`config.mk`:
```
export PLATFORM = sky130hd
export DESIGN_NAME = reset_sequencer
export DESIGN_NICKNAME = d
export VERILOG_FILES = /design/src/rtl/reset_sequencer_pkg.sv /design/src/rtl/reset_sequencer_sync_filter.sv /design/src/rtl/reset_sequencer.sv
export SDC_FILE = /design/constraint.sdc
export NUM_CORES = 1
export LEC_CHECK = 0
export ABC_AREA = 1
export BUFFER_PORTS_ARGS = -buffer_cell sky130_fd_sc_hd__buf_2
export CAP_MARGIN = 10
export CORE_MARGIN = 1
export CORE_UTILIZATION = 60
export DETAILED_ROUTE_END_ITERATION = 16
export GPL_TIMING_DRIVEN = 0
export PLACE_DENSITY = 0.78
export SLEW_MARGIN = 25
export SYNTH_ARGS = -nofsm -noshare
export SYNTH_HDL_FRONTEND = slang
export SYNTH_SLANG_ARGS = --single-unit
```
`constraint.sdc`:
```
create_clock -name clock -period 3.3 [get_ports clock]
set_clock_uncertainty 0.05 [all_clocks]
set_input_delay 0.495 -clock clock [delete_from_list [all_inputs] [get_ports clock]]
set_output_delay 0.495 -clock clock [all_outputs]
set_load 0.02 [all_outputs]
```
`src/rtl/reset_sequencer_pkg.sv`:
```
// Shared encodings and DC-board defaults for the HDMI-domain reset sequencer.
package reset_sequencer_pkg;

  typedef enum logic [2:0] {
    WAIT_LOCK = 3'd0,
    DELAY     = 3'd1,
    WAIT_ACK  = 3'd2,
    RUNNING   = 3'd3,
    FAULT     = 3'd4
  } seq_state_t;

  localparam int DEF_STAGES    = 3;
  localparam int DEF_CNT_WIDTH = 24;

  // Stage 0 sits in the low slice: stage 0 waits 16 cycles, stage 1 waits 8, stage 2 waits 4.
  localparam logic [DEF_STAGES*DEF_CNT_WIDTH-1:0] DEF_DELAYS = {24'd4, 24'd8, 24'd16};
  localparam logic [DEF_STAGES-1:0]               DEF_ACK_MASK    = 3'b011;
  localparam logic [DEF_CNT_WIDTH-1:0]            DEF_ACK_TIMEOUT = 24'd1000;
  localparam logic [7:0]                          DEF_LOCK_FILTER = 8'd4;

endpackage

```
`src/rtl/reset_sequencer_sync_filter.sv`:
```
// Two-flop synchroniser followed by a saturating count of consecutive synchronised-high cycles.
module reset_sequencer_sync_filter #(
  parameter int WIDTH = 8
) (
  input  logic             clock,
  input  logic             reset,
  input  logic             raw,
  input  logic             clear,
  output logic             synced,
  output logic [WIDTH-1:0] count
);

  logic meta;

  always_ff @(posedge clock or posedge reset) begin
    if (reset) begin
      meta   <= 1'b0;
      synced <= 1'b0;
    end else begin
      meta   <= raw;
      synced <= meta;
    end
  end

  // Saturate so a long-held lock can never wrap back through the threshold.
  always_ff @(posedge clock or posedge reset) begin
    if (reset) begin
      count <= '0;
    end else if (clear || !synced) begin
      count <= '0;
    end else if (count != '1) begin
      count <= count + 1'b1;
    end
  end

endmodule

```
`src/rtl/reset_sequencer.sv`:
```
// N-stage power-up sequencer: filtered PLL lock, per-stage delay, optional ready handshake
// with timeout, fault capture and restart on lock loss or explicit restart pulse.
//
// state     | meaning
// WAIT_LOCK | waiting for the lock filter to reach LOCK_FILTER
// DELAY     | counting down the delay of stage idx
// WAIT_ACK  | stage idx enabled, waiting for its ready (if required)
// RUNNING   | all stages enabled and acked, watching required readies
// FAULT     | a ready timed out or dropped; enables held low
module reset_sequencer
  import reset_sequencer_pkg::*;
#(
  parameter int                          STAGES      = DEF_STAGES,
  parameter int                          CNT_WIDTH   = DEF_CNT_WIDTH,
  parameter logic [STAGES*CNT_WIDTH-1:0] DELAYS      = DEF_DELAYS,
  parameter logic [STAGES-1:0]           ACK_MASK    = DEF_ACK_MASK,
  parameter logic [CNT_WIDTH-1:0]        ACK_TIMEOUT = DEF_ACK_TIMEOUT,
  parameter logic [7:0]                  LOCK_FILTER = DEF_LOCK_FILTER
) (
  input  logic              clock,
  input  logic              reset,
  input  logic              lock,
  input  logic              restart,
  input  logic [STAGES-1:0] stage_ready,
  output logic [STAGES-1:0] stage_enable,
  output logic              all_ready,
  output logic              fault,
  output logic [2:0]        fault_stage,
  output logic [2:0]        state
);

  localparam logic [CNT_WIDTH-1:0] ACK_LAST = ACK_TIMEOUT - 1'b1;

  seq_state_t           st, st_nx;
  logic [2:0]           idx, idx_nx;
  logic [CNT_WIDTH-1:0] cnt, cnt_nx;
  logic [STAGES-1:0]    en, en_nx;
  logic                 all_rdy, all_rdy_nx;
  logic                 flt, flt_nx;
  logic [2:0]           fs, fs_nx;

  logic                 lock_s;
  logic [7:0]           lock_count;
  logic                 filter_done;

  logic                 cur_ready;
  logic                 cur_mask;
  logic                 last_stage;
  logic [CNT_WIDTH-1:0] next_delay;
  logic                 miss_any;
  logic [2:0]           miss_idx;

  reset_sequencer_sync_filter #(
    .WIDTH(8)
  ) u_lock_filter (
    .clock (clock),
    .reset (reset),
    .raw   (lock),
    .clear (restart),
    .synced(lock_s),
    .count (lock_count)
  );

  assign filter_done = (lock_count >= LOCK_FILTER);
  assign last_stage  = (idx == 3'(STAGES - 1));

  // Per-stage lookups by the running index, plus the lowest required stage whose ready is low.
  always_comb begin
    cur_ready  = 1'b0;
    cur_mask   = 1'b0;
    next_delay = '0;
    miss_any   = 1'b0;
    miss_idx   = '0;
    for (int i = 0; i < STAGES; i++) begin
      if (3'(i) == idx) begin
        cur_ready = stage_ready[i];
        cur_mask  = ACK_MASK[i];
      end
      if (3'(i) == 3'(idx + 3'd1)) begin
        next_delay = DELAYS[i*CNT_WIDTH +: CNT_WIDTH];
      end
    end
    for (int i = STAGES - 1; i >= 0; i--) begin
      if (ACK_MASK[i] && !stage_ready[i]) begin
        miss_any = 1'b1;
        miss_idx = 3'(i);
      end
    end
  end

  always_comb begin
    st_nx      = st;
    idx_nx     = idx;
    cnt_nx     = cnt;
    en_nx      = en;
    all_rdy_nx = all_rdy;
    flt_nx     = flt;
    fs_nx      = fs;
    if (!lock_s || restart) begin
      st_nx      = WAIT_LOCK;
      idx_nx     = '0;
      cnt_nx     = '0;
      en_nx      = '0;
      all_rdy_nx = 1'b0;
      flt_nx     = 1'b0;
    end else begin
      case (st)
        WAIT_LOCK: begin
          if (filter_done) begin
            st_nx  = DELAY;
            idx_nx = '0;
            cnt_nx = DELAYS[0 +: CNT_WIDTH];
          end
        end
        DELAY: begin
          if (cnt == '0) begin
            for (int i = 0; i < STAGES; i++) begin
              if (3'(i) == idx) en_nx[i] = 1'b1;
            end
            st_nx  = WAIT_ACK;
            cnt_nx = '0;
          end else begin
            cnt_nx = cnt - 1'b1;
          end
        end
        WAIT_ACK: begin
          // A ready seen in the timeout cycle still advances.
          if (!cur_mask || cur_ready) begin
            if (last_stage) begin
              st_nx      = RUNNING;
              all_rdy_nx = 1'b1;
            end else begin
              st_nx  = DELAY;
              idx_nx = idx + 3'd1;
              cnt_nx = next_delay;
            end
          end else if (cnt == ACK_LAST) begin
            st_nx  = FAULT;
            en_nx  = '0;
            flt_nx = 1'b1;
            fs_nx  = idx;
          end else begin
            cnt_nx = cnt + 1'b1;
          end
        end
        RUNNING: begin
          if (miss_any) begin
            st_nx      = FAULT;
            en_nx      = '0;
            all_rdy_nx = 1'b0;
            flt_nx     = 1'b1;
            fs_nx      = miss_idx;
          end
        end
        FAULT: begin
          en_nx      = '0;
          all_rdy_nx = 1'b0;
          flt_nx     = 1'b1;
        end
        default: begin
          st_nx = WAIT_LOCK;
        end
      endcase
    end
  end

  always_ff @(posedge clock or posedge reset) begin
    if (reset) begin
      st      <= WAIT_LOCK;
      idx     <= '0;
      cnt     <= '0;
      en      <= '0;
      all_rdy <= 1'b0;
      flt     <= 1'b0;
      fs      <= '0;
    end else begin
      st      <= st_nx;
      idx     <= idx_nx;
      cnt     <= cnt_nx;
      en      <= en_nx;
      all_rdy <= all_rdy_nx;
      flt     <= flt_nx;
      fs      <= fs_nx;
    end
  end

  assign stage_enable = en;
  assign all_ready    = all_rdy;
  assign fault        = flt;
  assign fault_stage  = fs;
  assign state        = st;

endmodule
```
==> results of run 1 <==
kinds of logic after synthesis:
family	after synthesis	share of synthesized area (%)
AO/OA/AOI/OAI	52	7.271
XOR/XNOR	21	4.607
adder cells (fa/ha/maj)	10	3.134
buffers and inverters	88	9.871
flip-flops	48	30.08
AND/OR/NAND/NOR	415	45.03
how the worst min path moves through the flow:
| stage | startpoint | end | slack [ns] | cells past startpoint |
|---|---|---|---|---|
| 3_3_place_gp | u_lock_filter.meta | u_lock_filter.synced | 0.29 | 0 |
| 5_1_grt | reset | u_lock_filter.count[3] | 0.16 | 2 |
| 4_1_cts | reset | cnt[21] | 0.14 | 2 |
| 3_5_place_dp | u_lock_filter.meta | u_lock_filter.synced | 0.30 | 0 |
| 6_report | reset | cnt[21] | 0.12 | 2 |
| 2_1_floorplan | u_lock_filter.meta | u_lock_filter.synced | 0.28 | 0 |
state kept, by name, indices dropped and copies added, names as in the netlist:
| name | count |
|---|---|
| all_ready | 1 |
| fault | 1 |
| u_lock_filter.count | 8 |
| idx | 3 |
| u_lock_filter.synced | 1 |
| stage_enable | 3 |
| cnt | 24 |
| fault_stage | 3 |
| state | 3 |
| u_lock_filter.meta | 1 |
metal layers:
| layer | part of all wire, % | GRT usage, % |
|---|---|---|
| met2 | 47 | 49.74 |
| met4 | 2.5 | 11.09 |
| met5 | 0 | 0 |
| met3 | 5.0 | 3.561 |
| met1 | 46 | 41.26 |
metrics by stage:
step / util, % / hold WS [ns] / area [sq um] / cells / power [uW]
floorplan: - / 0.2812 / 3993 / 634 / 968.2
global placement: 65.28 / 0.2863 / 4169 / 727 / 1063
detailed placement: 65.60 / 0.2966 / 4189 / 728 / 1075
CTS: 67.03 / 0.1358 / 4280 / 736 / 1446
global route: 67.03 / 0.1565 / 4280 / 736 / 1533
finish: 67.03 / 0.1225 / 4280 / 736 / 1438
layout by cell type (no fill, tap or decap), types with 2 or more instances in the layout:
master | Yosys | final
a21oi_1 | 8 | 8
clkbuf_8 | 0 | 5
buf_2 | 10 | 26
dfrtp_1 | 48 | 48
nor3_1 | 6 | 6
nand4_1 | 13 | 13
o21ai_1 | 3 | 3
ha_1 | 10 | 10
nand2_2 | 3 | 3
buf_6 | 5 | 5
xor2_1 | 20 | 20
nand3_2 | 2 | 2
inv_1 | 65 | 64
o21ai_0 | 32 | 32
a31oi_1 | 2 | 2
nor2_8 | 2 | 2
nor2_4 | 4 | 4
nand2_1 | 226 | 226
buf_4 | 3 | 3
nand2_4 | 2 | 2
or2_2 | 2 | 2
nor2_1 | 83 | 83
nor2_2 | 4 | 4
nand3_1 | 67 | 67
inv_2 | 2 | 3
where the power goes:
part	internal (uW)	switching, uW
Clock	152	217
Sequential	614	21.8
Combinational	139	293
Total	906	532
layout make-up:
| class | count | area [sq um] |
|---|---|---|
| Sequential cell | 48 | 1201 |
| Timing Repair Buffer | 17 | 100.1 |
| Inverter | 68 | 257.7 |
| Clock buffer | 5 | 68.82 |
| Fill cell | 623 | 2106 |
| Clock inverter | 3 | 22.52 |
| Multi-Input combinational cell | 498 | 2397 |
| Buffer | 20 | 136.4 |
| Tap cell | 77 | 96.34 |
==> impl_metrics.yaml, run 1 <==
setup_path:
  r2r_start: "idx[0]"
  rrSetupSlack_ns: 1.13
  path_cells: "inv_1 -> ha_1 -> inv_1 -> nor2_1 -> nand2_1 -> nand2_1 -> nand2_1 -> nor2_1 -> buf_2 -> o21ai_0 -> o21ai_0 -> nand2_1 -> nand2_1"
  startpoint: "idx[0]"
  required_ns: 3.51
  crit_end: "cnt[12]"
  cp-end-kind: "flop"
  crit_buf_inv: 3
  worstPathMaxFanout: 10
  cp_slowest_cell: "dfrtp_1"
  start_kind: "flop"
  cp_top_family: "simple AND/OR/NAND/NOR gates"
  slowest_delay_ns: 0.41
  crit_arrival_ns: 2.38
  cpMostUsedCell: "nand2_1"
  path_depth: 13
  reg2reg_depth: 13
  r2r_end: "cnt[12]"
  worstSetupPathType: "reg -> reg"
power:
  leakage_uw: 0.002427
  power.density_mw_per_mm2: 335.9
  vdd_ir_drop_max_mv: 0.2539
placed_design:
  pre_cts_ws_ns: 1.153
  portBuffers: 16
  dp_hpwl_mm: 7.685
  place.gp.congestion: 0.9895
cts:
  clock-sinks: 48
  numCtsBuffers: 5
  cts_resized: 0
  clk_pin_slew_worst_paths_ns: 0.10
  cts_setup_buffers: 0
  cts_root_buf: "clkbuf_8"
  clk_path_buf_depth: 2
  clk_latency_ns: 0.31
  ctsHoldBuffers: 0
  cts_tree: "done"
  h-tree-depth: 2
floorplanning:
  dieArea_sq_mm: 0.006985
  core-area_sq_mm: 0.006386
  rows: 29
  ios: 18
  die_x_microns: 83.58
  die_h_microns: 83.58
  start_util_pct: 62.52
flow_run:
  drv_cap: 0
run_status:
  status: "finished clean"
synthesis:
  synthDominantCellAreaShare_pct: 30.08
  synth_most_common_cell: "nand2_1"
  yosys_most_used_dff: "dfrtp_1"
  synth.area.top_cells: "dfrtp_1 (30%), nand2_1 (21%), nand3_1 (8.4%), nor2_1 (7.8%), inv_1 (6.1%)"
  syn_inst: 634
  yosysTopAreaCell: "dfrtp_1"
  netlist_area_sq_mm: 0.003993
  ys_types: 36
  syn_nets: 651
  synthArstFlopShare_pct: 100.0
  yosys-top-cells-count: "nand2_1 (226), nor2_1 (83), nand3_1 (67)"
  ys_warn_count: 0
  avgSynthCellArea_sq_um: 6.297
  synth_edf_count: 0
  ys_seq_elements: 48
  ys_seq_area_share_pct: 30.08
grt:
  grt_pass1_wl_mm: 17.11
  globalRouteTotalUtil_pct: 30.34
  grt.overflow.total: 0
  grt_max_degree: 32
  antenna_found_initial: 0
  grt_pass1_vias: 3639
routing:
  vias: 4066
  wl_per_cell_microns: 13.58
  drt-total-wl_mm: 9.994
  viasPerCell: 5.524
  post-route-drc-count: 0
  drtPass1Iterations: 5
  drt-initial-drc-count: 330
  antenna_left: 0
sta:
  slew_violations: 0
  worst_slew_pin_slew_ns: 0.5270
  setup-tns-final_ns: 0
  setup_violations: 0
  min_period_ns: 2.171
  rsz0062_at_grt: "no"
  fin_ws_ns: 1.129
  final-hold-violation-count: 0
  fmax_ghz: 0.4607
  period_share_pct: 65.78
  slew-limit-headroom_pct: 64.74
cells_and_area:
  syn2layout_area_growth_pct: 7.208
  finalNetCount: 675
  final_layout_size_suffix_gt1_share_pct: 10.17
  diodes: 0
hold_path:
  hold_path_class: "in -> async"
(Power assumes the default switching activity.)
==> run 2: changes to the inputs <==
--- a/config.mk
+++ b/config.mk
@@ -5,14 +5,14 @@
 export SDC_FILE = /design/constraint.sdc
 export NUM_CORES = 1
 export LEC_CHECK = 0
-export ABC_AREA = 1
+export ABC_AREA = 0
 export BUFFER_PORTS_ARGS = -buffer_cell sky130_fd_sc_hd__buf_2
 export CAP_MARGIN = 10
 export CORE_MARGIN = 1
-export CORE_UTILIZATION = 60
+export CORE_UTILIZATION = 56
 export DETAILED_ROUTE_END_ITERATION = 16
 export GPL_TIMING_DRIVEN = 0
-export PLACE_DENSITY = 0.78
+export PLACE_DENSITY = 0.77
 export SLEW_MARGIN = 25
 export SYNTH_ARGS = -nofsm -noshare
 export SYNTH_HDL_FRONTEND = slang
==> constraint.sdc (replaced) <==
create_clock -name clock -period 1.8 [get_ports clock]
set_clock_uncertainty 0.05 [all_clocks]
set_input_delay 0.27 -clock clock [delete_from_list [all_inputs] [get_ports clock]]
set_output_delay 0.27 -clock clock [all_outputs]
set_load 0.02 [all_outputs]
==> impl_metrics.yaml, run 2 <==
run_status:
  status: "complete, but fails checks"
  violations: "setup timing"
setup_path:
  cp-end-kind: "flop"
  worstPathMaxFanout: 10
  crit_buf_inv: 5
  slowest_delay_ns: 0.47
  cpMostUsedCell: "buf_4"
  cp_slowest_cell: "dfrtp_2"
  path_cells: "inv_2 -> ha_4 -> nor3b_4 -> o211ai_1 -> nor4_4 -> buf_4 -> o31ai_4 -> buf_4 -> buf_8 -> buf_4 -> o22ai_2"
  worstSetupPathType: "reg -> reg"
  required_ns: 1.97
  cp_top_family: "buffers and inverters"
  start_kind: "flop"
  crit_arrival_ns: 2.86
synthesis:
  synth_most_common_cell: "dfrtp_1"
  yosysTopAreaCell: "dfrtp_1"
  syn_inst: 439
  ys_types: 55
  synthDominantCellAreaShare_pct: 34.07
  ys_warn_count: 0
  yosys_most_used_dff: "dfrtp_1"
  yosys-top-cells-count: "dfrtp_1 (48), nor2_1 (40), o21ai_0 (37)"
  avgSynthCellArea_sq_um: 8.032
  netlist_area_sq_mm: 0.003526
  synth.area.top_cells: "dfrtp_1 (34%), o21ai_0 (5.3%), nor2_1 (4.3%), ha_1 (3.5%), a22o_1 (3.5%)"
  ys_seq_elements: 48
  synthArstFlopShare_pct: 100.0
  syn_nets: 456
  ys_seq_area_share_pct: 34.07
  synth_edf_count: 0
grt:
  grt_use_met2_pct: 60.17
  gr-usage-met3_pct: 8.090
  grt_pass1_vias: 3713
  grt_max_degree: 29
  antenna_found_initial: 0
  use_met1_pct: 43.39
  grt.overflow.total: 0
  grt_pass1_wl_mm: 18.33
  busiest_layer: "met2"
  globalRouteTotalUtil_pct: 36.81
placed_design:
  dp_hpwl_mm: 6.791
  place.gp.congestion: 0.9333
  portBuffers: 16
sta:
  final-hold-violation-count: 0
  setup_violations: 37
  hold_ws_ns: 0.3079
  min_period_ns: 2.692
  slew-limit-headroom_pct: 56.20
  fmax_ghz: 0.3715
  rsz0062_at_grt: "yes"
  slew_violations: 0
  worst_slew_pin_slew_ns: 0.6570
  period_share_pct: 149.5
  fin_ws_ns: -0.8916
hold_path:
  hold_path_class: "reg -> reg"
cells_and_area:
  diodes: 0
  top_regs: "cnt: 24 flops, u_lock_filter.count: 8 flops"
  largest_reg_flops: 24
  ff_latch_area_sq_mm: 0.001210
  finalNetCount: 534
  regMostFlops: "cnt"
  final_layout_size_suffix_gt1_share_pct: 36.29
  final_core_util_pct: 82.10
  mostFrequentLayoutCells: "buf_4 (43), dfrtp_1 (41), nor2_1 (36), nand2_1 (27)"
  multi_input_area_sq_mm: 0.002531
  syn2layout_area_growth_pct: 39.50
  fill_cells: 340
  final_common_cell: "buf_4"
power:
  vdd_ir_drop_max_mv: 0.4388
  leakage_uw: 0.002161
  power.density_mw_per_mm2: 474.6
routing:
  vias: 4244
  drt-initial-drc-count: 639
  viasPerCell: 7.157
  drt-total-wl_mm: 13.72
  post-route-drc-count: 0
  drtPass1Iterations: 8
  wl_per_cell_microns: 23.14
  antenna_left: 0
cts:
  cts_root_buf: "clkbuf_8"
  clk_path_buf_depth: 2
  h-tree-depth: 2
  clock-sinks: 48
  clk_pin_slew_worst_paths_ns: 0.10
  numCtsBuffers: 5
  clk_latency_ns: 0.31
  cts_tree: "done"
floorplanning:
  rows: 28
  die_h_microns: 81.35
  ios: 18
  dieArea_sq_mm: 0.006618
  start_util_pct: 58.86
  core-area_sq_mm: 0.005991
  die_x_microns: 81.35
flow_run:
  drv_cap: 0
-- run 2: worst reg2reg max path: stages, from the launching register on --
cell and delay [ns]:
dfrtp_2 0.47, inv_2 0.13, ha_4 0.19, nor3b_4 0.22, o211ai_1 0.27, nor4_4 0.40
buf_4 0.19, o31ai_4 0.08, buf_4 0.18, buf_8 0.14, buf_4 0.14, o22ai_2 0.15
-- run 2: logic make-up (layout without fill, tap and decap cells) --
kind of cell | count (synthesis) | in the layout | share of synthesized area (%)
AND/OR/NAND/NOR | 180 | 180 | 26.69
XOR/XNOR | 23 | 23 | 5.713
flip-flops | 48 | 48 | 34.07
adder cells (fa/ha/maj) | 10 | 10 | 3.549
AO/OA/AOI/OAI | 122 | 122 | 23.00
multiplexers | 3 | 3 | 0.9226
buffers and inverters | 53 | 132 | 6.068
-- run 2: routing by layer --
| metal | vias up | share of wire (%) |
|---|---|---|
| met1 | 2005 | 36 |
| met4 | 0 | 6.4 |
| met5 | - | 0 |
| li1 | 1762 | - |
| met3 | 112 | 11 |
| met2 | 365 | 47 |
-- run 2: path summary, 6_finish.rpt --
kind	startpoint	endpoint	slack (ns)	cells past startpoint
max	idx[0]	cnt[1]	-0.89	11
min	u_lock_filter.meta	u_lock_filter.synced	0.31	0
min in group asynchronous	reset	cnt[13]	0.47	3
min reg2reg	u_lock_filter.meta	u_lock_filter.synced	0.31	0
max reg2reg	idx[0]	cnt[1]	-0.89	11
max in group asynchronous	reset	idx[0]	0.69	4
-- run 2: final cells by class --
cell class,count,area share [%]
tap,75,1.908
multi-input combinational,338,51.46
timing repair buffer,79,13.38
clock buffer,5,1.399
buffer,25,4.197
clock inverter,3,1.399
sequential,48,24.60
inverter,20,1.654
-- run 2: report_power, final --
group | switching [uW] | total [uW] | internal [uW] | leakage [uW]
Combinational | 151 | 250 | 99.0 | 0.00144
Sequential | 11.7 | 1100 | 1090 | 0.000649
Clock | 424 | 984 | 560 | 0.0000687
-- run 2: stage by stage --
step                      worst slack [ns]  instance area, sq um  std cells  TNS, ns  power (uW)
after floorplan                    -0.6354                  3603        439   -18.48        1236
after CTS                          -0.7398                  4518        571   -21.00        2277
final                              -0.8916                  4918        593   -27.50        2334
after global placement              -1.325                  3777        530   -51.92        1280
after global routing               -0.9693                  4918        593   -28.91        2390
after detailed placement            -1.350                  3797        531   -39.18        1289
-- run 2: what timing repair did --
| item | CTS | global route |
|---|---|---|
| hold buffers | 1 | 1 |
| setup buffers | 34 | 23 |
| cloned | 3 | 1 |
| resized for setup | 76 | 78 |
| hold endpoints to repair | 20 | 1 |
| endpoints found under the setup margin | 38 | 40 |
| pin swaps | 17 | 24 |
==> run 3: changes to the inputs <==
--- a/config.mk
+++ b/config.mk
@@ -17,3 +17,4 @@
 export SYNTH_ARGS = -nofsm -noshare
 export SYNTH_HDL_FRONTEND = slang
 export SYNTH_SLANG_ARGS = --single-unit
+export TNS_END_PERCENT = 30
==> impl_metrics.yaml, run 3 (synthesis results as in run 2) <==
run_status:
  status: "complete, but fails checks"
  violations: "setup timing"
floorplanning:
  core-area_sq_mm: 0.005991
  die_x_microns: 81.35
  dieArea_sq_mm: 0.006618
  rows: 28
  start_util_pct: 58.86
  ios: 18
  die_h_microns: 81.35
setup_path:
  crit_buf_inv: 1
  cp_slowest_cell: "or4_4"
  crit_arrival_ns: 2.66
  path_cells: "buf_2 -> nor3b_1 -> nand4_1 -> or4_4 -> a211oi_4 -> nand2_1 -> a32o_1"
  worstSetupPathType: "reg -> reg"
  slowest_delay_ns: 0.64
  cp_top_family: "simple AND/OR/NAND/NOR gates"
  cp-end-kind: "flop"
  worstPathMaxFanout: 10
  required_ns: 1.95
  rrSetupSlack_ns: -0.71
  r2r_start: "cnt[2]"
  start_kind: "flop"
  startpoint: "cnt[2]"
power:
  power.density_mw_per_mm2: 457.9
  vdd_ir_drop_max_mv: 0.5749
  finalPower_uw: 2001
  seqPwrFrac_pct: 54.8
  power_frac_clock_pct: 34.6
  power_switching_uw: 545.9
  leakage_uw: 0.001897
  swShare_pct: 27.28
  p_int_uw: 1455
  p_comb_share_pct: 10.6
cells_and_area:
  finalNetCount: 498
  top_regs: "cnt: 24 flops, u_lock_filter.count: 8 flops"
  fill_cells: 460
  final_core_util_pct: 72.93
  final_layout_size_suffix_gt1_share_pct: 25.93
  syn2layout_area_growth_pct: 23.92
  mostFrequentLayoutCells: "dfrtp_1 (44), nor2_1 (38), nand2_1 (29), o21ai_0 (27)"
  largest_reg_flops: 24
  final_common_cell: "dfrtp_1"
  diodes: 0
  regMostFlops: "cnt"
cts:
  clock-sinks: 48
  cts_tree: "done"
  cts_root_buf: "clkbuf_8"
  clk_pin_slew_worst_paths_ns: 0.10
  numCtsBuffers: 5
  clk_path_buf_depth: 2
  h-tree-depth: 2
  clk_latency_ns: 0.31
sta:
  setup_violations: 37
  slew_violations: 0
  min_period_ns: 2.508
  slew-limit-headroom_pct: 59.94
  fmax_ghz: 0.3988
  rsz0062_at_grt: "yes"
  final-hold-violation-count: 0
  period_share_pct: 139.3
  hold_ws_ns: 0.3043
  worst_slew_pin_slew_ns: 0.5988
  fin_ws_ns: -0.7076
routing:
  drt-total-wl_mm: 10.69
  drtPass1Iterations: 6
  post-route-drc-count: 0
  antenna_left: 0
  wl_per_cell_microns: 19.19
  viasPerCell: 6.776
  drt-initial-drc-count: 565
  vias: 3774
grt:
  grt_pass1_wl_mm: 16.53
  globalRouteTotalUtil_pct: 32.94
  grt_pass1_vias: 3376
  antenna_found_initial: 0
  grt_max_degree: 26
  grt.overflow.total: 0
placed_design:
  pre_cts_ws_ns: -1.378
  dp_hpwl_mm: 6.825
  place.gp.congestion: 0.9184
  portBuffers: 16
hold_path:
  hold_path_class: "in -> reg"
  hp-start: "stage_ready[1]"
flow_run:
  drv_cap: 0
run 3: power groups by stage:
| stage | logic [uW] | registers [uW] | clock network, uW |
|---|---|---|---|
| 6_report | 212 | 1100 | 693 |
| 5_1_grt | 232 | 1100 | 740 |
| 4_1_cts | 198 | 1090 | 702 |
| 3_5_place_dp | 172 | 1120 | 0 |
| 3_3_place_gp | 163 | 1120 | 0 |
| 2_1_floorplan | 112 | 1120 | 0 |
run 3: path summary, 6_finish.rpt:
kind                                         to  cells past startpoint
max                             stage_enable[1]                      7
min                                    state[1]                      3
max reg2reg                     stage_enable[1]                      7
min reg2reg                u_lock_filter.synced                      0
max in group asynchronous                idx[0]                      4
min in group asynchronous               cnt[20]                      3
run 3: repair_timing:
item                       4_1_cts  5_1_grt
hold endpoints to repair        23        1
hold buffers                     1        1
pin swaps                        9       19
gates cloned                     2        0
setup buffers                   13        6
setup endpoints to repair       38       40
resized for setup               65       42
run 3: through the flow:
step | cell area (sq um) | TNS, ns | cells
6_report | 4369 | -20.96 | 557
3_3_place_gp | 3760 | -52.90 | 530
3_5_place_dp | 3780 | -40.55 | 531
5_1_grt | 4369 | -24.37 | 557
2_1_floorplan | 3586 | -18.01 | 439
4_1_cts | 4208 | -21.80 | 552
run 3: cell type report:
| type | count | area, sq um | share of cell area, % |
|---|---|---|---|
| flip-flops and latches | 48 | 1206 | 27.61 |
| multi-input cells | 338 | 2396 | 54.84 |
| plain buffers | 29 | 217.7 | 4.983 |
| inverters | 20 | 75.07 | 1.718 |
| repair buffers | 39 | 285.3 | 6.529 |
| clock buffers | 5 | 68.82 | 1.575 |
| well taps | 75 | 93.84 | 2.148 |
| clock inverters | 3 | 26.28 | 0.6014 |
run 3: routing by layer:
| layer | part of all wire, % | vias up | global-route usage (%) |
|---|---|---|---|
| met5 | 0 | - | 0 |
| met4 | 4.4 | 0 | 15.71 |
| met3 | 8.3 | 63 | 7.191 |
| met2 | 46 | 253 | 53.50 |
| met1 | 41 | 1765 | 41.18 |
| li1 | - | 1693 | - |
run 3: worst register-to-register path, cell delays in order, from the launching register on:
cell	delay, ns
dfrtp_1	0.44
buf_2	0.24
nor3b_1	0.23
nand4_1	0.24
or4_4	0.64
a211oi_4	0.25
nand2_1	0.09
a32o_1	0.22
